`src/rtl/vx_tcu_uop_seq_pkg.sv`:
```
// Shared types for the TCU micro-op sequencer:
// uop bundle, default widths, FSM state enum.
package VX_tcu_pkg;

  localparam int TCU_HDR_W  = 32;
  localparam int TCU_STEP_W = 4;

  typedef enum logic [0:0] {
    IDLE  = 1'b0,
    ISSUE = 1'b1
  } seq_state_e;

  typedef struct packed {
    logic [TCU_HDR_W-1:0]  header;
    logic [TCU_STEP_W-1:0] step_k;
    logic [TCU_STEP_W-1:0] step_m;
    logic [TCU_STEP_W-1:0] step_n;
    logic                  last;
  } tcu_uop_t;

endpackage

```
`src/rtl/vx_tcu_uop_seq_if.sv`:
```
// Dispatch->sequencer instruction channel and sequencer->TCU uop channel.
// slave: sequencer view; master: dispatch/core view.
interface vx_tcu_uop_seq_if
  import VX_tcu_pkg::*;
#(
  parameter int HDR_W  = TCU_HDR_W,
  parameter int STEP_W = TCU_STEP_W
) ();

  logic              in_valid;
  logic              in_ready;
  logic [HDR_W-1:0]  in_header;
  logic [STEP_W-1:0] in_m_cnt;
  logic [STEP_W-1:0] in_n_cnt;
  logic [STEP_W-1:0] in_k_cnt;

  logic              uop_valid;
  logic              uop_ready;
  logic [HDR_W-1:0]  uop_header;
  logic [STEP_W-1:0] uop_step_m;
  logic [STEP_W-1:0] uop_step_n;
  logic [STEP_W-1:0] uop_step_k;
  logic              uop_last;

  modport slave (
    input  in_valid, in_header,
    input  in_m_cnt, in_n_cnt, in_k_cnt,
    output in_ready,
    output uop_valid, uop_header,
    output uop_step_m, uop_step_n, uop_step_k,
    output uop_last,
    input  uop_ready
  );

  modport master (
    output in_valid, in_header,
    output in_m_cnt, in_n_cnt, in_k_cnt,
    input  in_ready,
    input  uop_valid, uop_header,
    input  uop_step_m, uop_step_n, uop_step_k,
    input  uop_last,
    output uop_ready
  );

endinterface

```
`src/rtl/vx_tcu_uop_seq_step_ctr.sv`:
```
// Nested wrapping k/m/n counter (n innermost).
// Ports: clk, reset(active-low async), i_clear, i_inc, i_*_max -> o_k/o_m/o_n, o_last.
module vx_tcu_step_ctr #(
  parameter int STEP_W = 4
) (
  input  logic              clk,
  input  logic              reset,
  input  logic              i_clear,
  input  logic              i_inc,
  input  logic [STEP_W-1:0] i_m_max,
  input  logic [STEP_W-1:0] i_n_max,
  input  logic [STEP_W-1:0] i_k_max,
  output logic [STEP_W-1:0] o_m,
  output logic [STEP_W-1:0] o_n,
  output logic [STEP_W-1:0] o_k,
  output logic              o_last
);

  logic [STEP_W-1:0] r_m;
  logic [STEP_W-1:0] r_n;
  logic [STEP_W-1:0] r_k;
  logic              w_n_wrap;
  logic              w_m_wrap;
  logic              w_k_wrap;

  assign w_n_wrap = (r_n == i_n_max);
  assign w_m_wrap = (r_m == i_m_max);
  assign w_k_wrap = (r_k == i_k_max);

  always_ff @(posedge clk or negedge reset) begin
    if (!reset) begin
      r_m <= '0;
      r_n <= '0;
      r_k <= '0;
    end else if (i_clear) begin
      r_m <= '0;
      r_n <= '0;
      r_k <= '0;
    end else if (i_inc) begin
      if (!w_n_wrap) begin
        r_n <= r_n + 1'b1;
      end else begin
        r_n <= '0;
        if (!w_m_wrap) begin
          r_m <= r_m + 1'b1;
        end else begin
          r_m <= '0;
          r_k <= w_k_wrap ? '0 : r_k + 1'b1;
        end
      end
    end
  end

  assign o_m    = r_m;
  assign o_n    = r_n;
  assign o_k    = r_k;
  assign o_last = w_n_wrap && w_m_wrap && w_k_wrap;

endmodule

```
`src/rtl/vx_tcu_uop_seq.sv`:
```
// Expands one MMA instruction into its k/m/n micro-op stream.
// Ports: clk, reset(active-low async), bus(slave); perf_uops/perf_stalls with VX_TCU_SEQ_PERF_EN.
module vx_tcu_uop_seq
  import VX_tcu_pkg::*;
#(
  parameter int HDR_W  = TCU_HDR_W,
  parameter int STEP_W = TCU_STEP_W,
  parameter int PERF_W = 32
) (
  input  logic              clk,
  input  logic              reset,
  vx_tcu_uop_seq_if.slave   bus
`ifdef VX_TCU_SEQ_PERF_EN
  ,
  output logic [PERF_W-1:0] perf_uops,
  output logic [PERF_W-1:0] perf_stalls
`endif
);

  localparam logic [0:0] S_IDLE  = IDLE;
  localparam logic [0:0] S_ISSUE = ISSUE;

  logic [0:0]        r_state;
  logic [HDR_W-1:0]  r_hdr;
  logic [STEP_W-1:0] r_m_cnt;
  logic [STEP_W-1:0] r_n_cnt;
  logic [STEP_W-1:0] r_k_cnt;

  logic              w_idle;
  logic              w_issue;
  logic              w_accept;
  logic              w_fire;
  logic              w_stall;
  logic              w_ctr_last;
  logic              w_last;
  logic [STEP_W-1:0] w_m;
  logic [STEP_W-1:0] w_n;
  logic [STEP_W-1:0] w_k;
  tcu_uop_t          w_uop;

  assign w_idle   = (r_state == S_IDLE);
  assign w_issue  = (r_state == S_ISSUE);
  assign w_accept = bus.in_valid && w_idle;
  assign w_fire   = w_issue && bus.uop_ready;
  assign w_stall  = w_issue && !bus.uop_ready;
  // Counters idle at zero, which would read as "last"; gate by state.
  assign w_last   = w_issue && w_ctr_last;

  always_ff @(posedge clk or negedge reset) begin
    if (!reset) begin
      r_state <= S_IDLE;
    end else begin
      unique case (1'b1)
        w_accept:          r_state <= S_ISSUE;
        w_fire && w_last:  r_state <= S_IDLE;
        default:           r_state <= r_state;
      endcase
    end
  end

  always_ff @(posedge clk or negedge reset) begin
    if (!reset) begin
      r_hdr   <= '0;
      r_m_cnt <= '0;
      r_n_cnt <= '0;
      r_k_cnt <= '0;
    end else if (w_accept) begin
      r_hdr   <= bus.in_header;
      r_m_cnt <= bus.in_m_cnt;
      r_n_cnt <= bus.in_n_cnt;
      r_k_cnt <= bus.in_k_cnt;
    end
  end

  vx_tcu_step_ctr #(
    .STEP_W (STEP_W)
  ) u_ctr (
    .clk     (clk),
    .reset   (reset),
    .i_clear (w_accept),
    .i_inc   (w_fire),
    .i_m_max (r_m_cnt),
    .i_n_max (r_n_cnt),
    .i_k_max (r_k_cnt),
    .o_m     (w_m),
    .o_n     (w_n),
    .o_k     (w_k),
    .o_last  (w_ctr_last)
  );

  assign w_uop.header = r_hdr;
  assign w_uop.step_k = w_k;
  assign w_uop.step_m = w_m;
  assign w_uop.step_n = w_n;
  assign w_uop.last   = w_last;

  assign bus.in_ready   = w_idle;
  assign bus.uop_valid  = w_issue;
  assign bus.uop_header = w_uop.header;
  assign bus.uop_step_k = w_uop.step_k;
  assign bus.uop_step_m = w_uop.step_m;
  assign bus.uop_step_n = w_uop.step_n;
  assign bus.uop_last   = w_uop.last;

`ifdef VX_TCU_SEQ_PERF_EN
  logic [PERF_W-1:0] r_perf_uops;
  logic [PERF_W-1:0] r_perf_stalls;

  always_ff @(posedge clk or negedge reset) begin
    if (!reset) begin
      r_perf_uops   <= '0;
      r_perf_stalls <= '0;
    end else begin
      if (w_fire)  r_perf_uops   <= r_perf_uops + 1'b1;
      if (w_stall) r_perf_stalls <= r_perf_stalls + 1'b1;
    end
  end

  assign perf_uops   = r_perf_uops;
  assign perf_stalls = r_perf_stalls;
`else
  logic w_unused;
  assign w_unused = w_stall;
`endif

endmodule

```
`src/flat_wrapper.sv`:
```
// flat-port wrapper written by rule: the top's interface ports become plain ports
module vx_tcu_uop_seq_flat import VX_tcu_pkg::*;
#(
  parameter int HDR_W  = TCU_HDR_W,
  parameter int STEP_W = TCU_STEP_W,
  parameter int PERF_W = 32
)
  (clk, reset, bus_in_valid, bus_in_header, bus_in_m_cnt, bus_in_n_cnt, bus_in_k_cnt, bus_in_ready, bus_uop_valid, bus_uop_header, bus_uop_step_m, bus_uop_step_n, bus_uop_step_k, bus_uop_last, bus_uop_ready);
  vx_tcu_uop_seq_if #(.HDR_W(HDR_W), .STEP_W(STEP_W)) bus_i ();
  input  logic clk;
  input  logic reset;
  input wire logic [$bits(bus_i.in_valid)-1:0] bus_in_valid;
  input wire logic [$bits(bus_i.in_header)-1:0] bus_in_header;
  input wire logic [$bits(bus_i.in_m_cnt)-1:0] bus_in_m_cnt;
  input wire logic [$bits(bus_i.in_n_cnt)-1:0] bus_in_n_cnt;
  input wire logic [$bits(bus_i.in_k_cnt)-1:0] bus_in_k_cnt;
  output wire logic [$bits(bus_i.in_ready)-1:0] bus_in_ready;
  output wire logic [$bits(bus_i.uop_valid)-1:0] bus_uop_valid;
  output wire logic [$bits(bus_i.uop_header)-1:0] bus_uop_header;
  output wire logic [$bits(bus_i.uop_step_m)-1:0] bus_uop_step_m;
  output wire logic [$bits(bus_i.uop_step_n)-1:0] bus_uop_step_n;
  output wire logic [$bits(bus_i.uop_step_k)-1:0] bus_uop_step_k;
  output wire logic [$bits(bus_i.uop_last)-1:0] bus_uop_last;
  input wire logic [$bits(bus_i.uop_ready)-1:0] bus_uop_ready;
  assign bus_i.in_valid = bus_in_valid;
  assign bus_i.in_header = bus_in_header;
  assign bus_i.in_m_cnt = bus_in_m_cnt;
  assign bus_i.in_n_cnt = bus_in_n_cnt;
  assign bus_i.in_k_cnt = bus_in_k_cnt;
  assign bus_in_ready = bus_i.in_ready;
  assign bus_uop_valid = bus_i.uop_valid;
  assign bus_uop_header = bus_i.uop_header;
  assign bus_uop_step_m = bus_i.uop_step_m;
  assign bus_uop_step_n = bus_i.uop_step_n;
  assign bus_uop_step_k = bus_i.uop_step_k;
  assign bus_uop_last = bus_i.uop_last;
  assign bus_i.uop_ready = bus_uop_ready;
  vx_tcu_uop_seq #(.HDR_W(HDR_W), .STEP_W(STEP_W), .PERF_W(PERF_W)) u_core (.clk(clk), .reset(reset), .bus(bus_i));
endmodule
```
`config.mk`:
```
export PLATFORM = sky130hd
export DESIGN_NAME = vx_tcu_uop_seq_flat
export DESIGN_NICKNAME = d
export VERILOG_FILES = /design/src/rtl/vx_tcu_uop_seq_pkg.sv /design/src/rtl/vx_tcu_uop_seq_if.sv /design/src/rtl/vx_tcu_uop_seq_step_ctr.sv /design/src/rtl/vx_tcu_uop_seq.sv /design/src/flat_wrapper.sv
export SDC_FILE = /design/constraint.sdc
export NUM_CORES = 1
export LEC_CHECK = 0
export CAP_MARGIN = 20
export CORE_MARGIN = 2
export CORE_UTILIZATION = 45
export CTS_CLUSTER_DIAMETER = 120
export CTS_CLUSTER_SIZE = 8
export DETAILED_ROUTE_END_ITERATION = 8
export PLACE_DENSITY = 0.81
export SLEW_MARGIN = 20
export SYNTH_ARGS = -nofsm -noshare
export SYNTH_HDL_FRONTEND = slang
export SYNTH_SLANG_ARGS = --single-unit
```
`constraint.sdc`:
```
create_clock -name clk -period 3.1 [get_ports clk]
set_input_delay 0.62 -clock clk [delete_from_list [all_inputs] [get_ports clk]]
set_output_delay 0.62 -clock clk [all_outputs]
set_load 0.01 [all_outputs]
```
==> results of run 1 <==
power by group:
part	switching, mW	total (mW)	leakage, nW	internal, mW
sequential	0.253	1.30	0.722	1.05
combinational	0.651	1.44	0.959	0.786
clock	0.279	0.716	0.107	0.437
total	1.18	3.45	1.79	2.27
worst max path at each step:
stage	cells past startpoint	slack (ns)	endpoint	start
6_report	4	0.28	bus_uop_last	u_core.u_ctr.o_n[1]$_DFFE_PN0P_
5_1_grt	4	0.15	bus_uop_last	u_core.u_ctr.o_n[1]$_DFFE_PN0P_
4_1_cts	4	0.26	bus_uop_last	u_core.u_ctr.o_n[1]$_DFFE_PN0P_
3_5_place_dp	4	0.62	bus_uop_last	u_core.u_ctr.o_n[1]$_DFFE_PN0P_
3_3_place_gp	4	0.67	bus_uop_last	u_core.u_ctr.o_n[1]$_DFFE_PN0P_
2_1_floorplan	4	1.11	bus_uop_last	u_core.u_ctr.o_m[2]$_DFFE_PN0P_
cells by family after synthesis:
kind of cell	Yosys count	share of synthesized area
AOI/OAI and AO/OA	17	0.0457
xor gates and xnor gates	14	0.0688
adders and majority gates	3	0.0141
buffers and inverters	17	0.0339
DFF	57	0.537
muxes	1	0.00377
and+or+nand+nor	173	0.296
worst register-to-register path, stage by stage (launching register included):
cell and delay, ns:
dfrtp_1 0.48, nand2b_2 0.38, buf_4 0.45, nand2_1 0.12, o22ai_1 0.16
cell type report:
class,count,area share
Inverter,3,0.00292
Timing Repair Buffer,99,0.252
Multi-Input combinational cell,208,0.298
Tap cell,72,0.0234
Clock buffer,14,0.0448
Clock inverter,2,0.00908
Sequential cell,57,0.370
synth_stat cells (2+ instances only):
cell type / n / area, µm²
xnor2_2: 8 / 130
nand3_1: 7 / 35.0
xnor2_1: 4 / 35.0
buf_1: 2 / 7.51
xor2_1: 2 / 17.5
nand2b_1: 2 / 12.5
buf_2: 9 / 45.0
o21ai_0: 5 / 25.0
a21oi_1: 3 / 15.0
o22ai_1: 3 / 18.8
a211oi_1: 2 / 15.0
or3_1: 2 / 12.5
nand2_1: 143 / 537
dfrtp_1: 57 / 1430
nand4_4: 2 / 42.5
nor2_1: 4 / 15.0
buf_6: 2 / 22.5
ha_1: 3 / 37.5
inv_1: 3 / 11.3
routing by layer:
metal | up-vias | GRT usage
met4 | 0 | 0.0780
li1 | 1105 | -
met1 | 1081 | 0.278
met3 | 10 | 0.0600
met2 | 70 | 0.322
met5 | - | 0
through the flow:
step / hold slack (ns) / power [mW] / instances / setup WS, ns
floorplan: 0.324 / 2.06 / 282 / 1.11
global placement: 0.456 / 2.71 / 439 / 0.672
detailed placement: 0.461 / 2.76 / 439 / 0.625
CTS: 0.449 / 3.48 / 455 / 0.265
global route: 0.491 / 3.68 / 455 / 0.151
finish: 0.422 / 3.45 / 455 / 0.283
registers in the layout, indices dropped and copies added, names as in the netlist:
name,count
u_core.bus.uop_header,32
u_core.r_k_cnt,4
u_core.r_m_cnt,4
u_core.r_n_cnt,4
u_core.u_ctr.o_k,4
u_core.u_ctr.o_m,4
u_core.u_ctr.o_n,4
u_core.bus.uop_valid,1
==> impl_metrics.ini, run 1 <==
[clocking]
cts_setup_buffers = 0
htree_num_levels = 3
clock_path_buffers = 2
cts_resized = 0
clock_latency_ns = 0.32
cts_sinks = 57
path_clk_slew_ns = 0.06
ctsHoldBuffers = 0
cts_root_buffer = clkbuf_8
cts_tree = done
cts_buffers = 9

[setup_path]
critPathBufInv = 1
cp-end-kind = primary output
worstReg2RegEnd = u_core.u_ctr.o_m[3]$_DFFE_PN0P_
r2r_slack_ns = 1.42
path_delay_family = buffers and inverters
path_cells = xnor2_1 > nand4_4 > nor4_1 > clkdlybuf4s50_1
cp_slowest_cell = clkdlybuf4s50_1
cp_max_fo = 10
worstRegToRegCells = 4
cpPeakStageDelay_ns = 0.60
cp.required_ns = 2.48
rr_startpoint = u_core.bus.uop_valid$_DFFE_PN0P_
crit_type = register to primary output
cp.arrival_ns = 2.20
start_kind = register

[logic_synthesis]
ys_async_sr_fraction = 1.00
ys_ff_latch = 57
synth_edf_count = 0
syn_area_um2 = 2660
syn_nets = 333
yosysWarnings = 0
seq_area_frac_synth = 0.537
synth.distinct_cells = 38
syn_area_per_cell_um2 = 9.42
ys.flop_type = dfrtp_1
syn_inst = 282

[layout]
area.sequential_um2 = 1430
final_area_um2 = 3860
utilization = 0.688
fin_nets = 429
final_common_cell = nand2_1
final_cell_mix = 143 x nand2_1, 93 x clkdlybuf4s50_1, 57 x dfrtp_1
drive_gt1_frac = 0.104
area_growth_pct = 45.3
multi_input_area_um2 = 1150
n_fill_cell = 461
antenna_cells = 0

[global_route]
grt_antenna_before_repair = 0
grt_max_degree = 58
grt_usage = 0.208
grt_pass1_wl_um = 10300
grt_pass1_vias = 2221
grt_overflow = 0

[floorplanning]
start_util = 0.473
rows = 27
die-area_um2 = 6530
fp.dieW_um = 80.8
pin_count = 95
coreArea_um2 = 5610
die_y_um = 80.8

[routing]
routed_wl_um = 6170
antenna_left = 0
dr.pass1.iters = 4
drt_iter0_drc = 130
via_per_inst = 4.98
routed-wl-met2_um = 2920
wl_met1_um = 2760
vias = 2266
drc_errors = 0
wl_per_cell_um = 13.6
wl_met3_um = 375
top_layer = met4

[power]
vdd_drop_max_v = 0.000479
leakage_nw = 1.79
powerDensity_nw_per_um2 = 895

[sta]
worstMarginPinSlew_ns = 0.712
finalSetupViolations = 0
post-route-min-period_ns = 2.82
maxSlewHeadroom = 0.525
setup_tns_ns = 0
maxSlewViolCount = 0
max_freq_ghz = 0.355
grt_setup_unrepaired = false
hold_viol = 0
finClkSkew_ns = 0.00627
period_share = 0.909

[flow_run]
cap_viol_max_count = 0

[placed_design]
port_buffers = 94
gp_congestion = 0.800
hpwlAfterDp_um = 4320
placed_area_um2 = 3650

[min_path]
hp-class = input pin to asynchronous set/reset pin

[outcome]
status = completed
Power figures use the tool's default switching activity.
==> run 2: changes to the inputs <==
--- a/config.mk
+++ b/config.mk
@@ -5,7 +5,6 @@
 export SDC_FILE = /design/constraint.sdc
 export NUM_CORES = 1
 export LEC_CHECK = 0
-export CAP_MARGIN = 20
 export CORE_MARGIN = 2
 export CORE_UTILIZATION = 45
 export CTS_CLUSTER_DIAMETER = 120
==> results of run 2 <==
Same layout as run 1: the final DEF is identical, and so are final timing and power.
==> run 3: changes to the inputs <==
--- a/config.mk
+++ b/config.mk
@@ -10,8 +10,10 @@
 export CTS_CLUSTER_DIAMETER = 120
 export CTS_CLUSTER_SIZE = 8
 export DETAILED_ROUTE_END_ITERATION = 8
+export MAX_ROUTING_LAYER = met4
 export PLACE_DENSITY = 0.81
 export SLEW_MARGIN = 20
 export SYNTH_ARGS = -nofsm -noshare
 export SYNTH_HDL_FRONTEND = slang
 export SYNTH_SLANG_ARGS = --single-unit
+export TNS_END_PERCENT = 50
==> run 3 against run 2 <==
Sequential share of layout area unchanged. Die area unchanged. Count of clock-buffer cells in the layout unchanged. Critical path depth unchanged. Sequential power about the same. Largest power group unchanged. Via count decreased by 0.18%. Power about the same. Critical path type unchanged. Register-to-register slack about the same.
==> impl_metrics.ini, run 3 (synthesis gave the netlist of run 1 again) <==
[layout]
final_area_um2 = 3860
area_growth_pct = 45.3
utilization = 0.688
fin_nets = 429
final_cell_mix = 143 x nand2_1, 93 x clkdlybuf4s50_1, 57 x dfrtp_1
antenna_cells = 0
largest_reg_flops = 32
drive_gt1_frac = 0.104
final_common_cell = nand2_1

[setup_path]
cp_slowest_cell = clkdlybuf4s50_1
r2r_slack_ns = 1.43
crit_type = register to primary output
critPathCapture = bus_uop_last
cp_max_fo = 10
start_kind = register
cp-end-kind = primary output
cp.depth = 4
worstReg2RegEnd = u_core.u_ctr.o_m[3]$_DFFE_PN0P_
critPathBufInv = 1
rr_startpoint = u_core.bus.uop_valid$_DFFE_PN0P_
worstRegToRegCells = 4
cpPeakStageDelay_ns = 0.60
path_delay_family = buffers and inverters
cp-startpoint = u_core.u_ctr.o_n[1]$_DFFE_PN0P_
cp.required_ns = 2.48
path_cells = xnor2_1 > nand4_4 > nor4_1 > clkdlybuf4s50_1
cp.arrival_ns = 2.20

[routing]
wl_per_cell_um = 13.6
dr.pass1.iters = 4
drt_iter0_drc = 146
via_per_inst = 4.97
vias = 2262
antenna_left = 0
drc_errors = 0
routed_wl_um = 6180

[sta]
maxSlewViolCount = 0
worstMarginPinSlew_ns = 0.711
finalSetupViolations = 0
hold_viol = 0
max_freq_ghz = 0.355
maxSlewHeadroom = 0.526
grt_setup_unrepaired = false
post-route-min-period_ns = 2.82
hold_ws_ns = 0.424
finClkSkew_ns = 0.00690
period_share = 0.910
setup_tns_ns = 0

[global_route]
grt_antenna_before_repair = 0
grt_pass1_wl_um = 10300
grt_usage = 0.214
grt_overflow = 0
grt_max_degree = 58
grt_pass1_vias = 2222

[clocking]
clock_path_buffers = 2
path_clk_slew_ns = 0.07
cts_buffers = 9
cts_sinks = 57
ctsHoldBuffers = 0
cts_resized = 0
cts_tree = done
cts_setup_buffers = 0
htree_num_levels = 3
clock_latency_ns = 0.32
cts_root_buffer = clkbuf_8

[placed_design]
placed_area_um2 = 3650
port_buffers = 94
gp_congestion = 0.811
hpwlAfterDp_um = 4320

[floorplanning]
rows = 27
pin_count = 95
coreArea_um2 = 5610
start_util = 0.473
fp.dieW_um = 80.8
die_y_um = 80.8
die-area_um2 = 6530

[power]
powerDensity_nw_per_um2 = 896
vdd_drop_max_v = 0.000479
leakage_nw = 1.79

[outcome]
status = completed

[min_path]
hp-class = input pin to asynchronous set/reset pin

[flow_run]
cap_viol_max_count = 0
## run 3: worst reg2reg max path, stage by stage, from the launching register on
cell and delay [ns]:
dfrtp_1 0.47, nand2b_2 0.38, buf_4 0.45, nand2_1 0.12, o22ai_1 0.16
## run 3: cell type report
| cell class | instances | area [µm²] |
|---|---|---|
| clock buffers | 14 | 173 |
| clock inverters | 2 | 35.0 |
| fillers | 461 | 1750 |
| inverters | 3 | 11.3 |
| multi-input cells | 208 | 1150 |
| flip-flops and latches | 57 | 1430 |
| well taps | 72 | 90.1 |
| repair buffers | 99 | 973 |
## run 3: per-layer routing
layer  vias to the layer above  global-route usage  routed length (µm)
met5                         -                   -                   0
met4                         0              0.0780                 120
met3                        10              0.0544                 367
met2                        76               0.321                2880
met1                      1069               0.283                2810
li1                       1107                   -                   -
## run 3: worst min-delay path by stage
stage	depth (start not counted)	slack, ns	endpoint
floorplan	0	0.32	u_core.bus.uop_header[0]$_DFFE_PN0N_
global placement	2	0.46	u_core.bus.uop_header[25]$_DFFE_PN0N_
detailed placement	2	0.46	u_core.bus.uop_header[19]$_DFFE_PN0N_
CTS	2	0.45	u_core.r_n_cnt[3]$_DFFE_PN0N_
global route	2	0.49	u_core.r_n_cnt[3]$_DFFE_PN0N_
finish	2	0.42	u_core.r_n_cnt[3]$_DFFE_PN0N_
## run 3: through the flow
stage                     total power, mW  setup slack [ns]  instances
after detailed placement             2.76             0.625        439
after global routing                 3.68             0.151        455
after CTS                            3.48             0.265        455
after floorplan                      2.06              1.11        282
after global placement               2.71             0.672        439
final                                3.46             0.280        455
## run 3: power breakdown
| part | switching, mW | internal (mW) | leakage, nW |
|---|---|---|---|
| registers | 0.252 | 1.05 | 0.722 |
| clock network | 0.283 | 0.437 | 0.107 |
| logic | 0.651 | 0.786 | 0.959 |
| total | 1.19 | 2.27 | 1.79 |
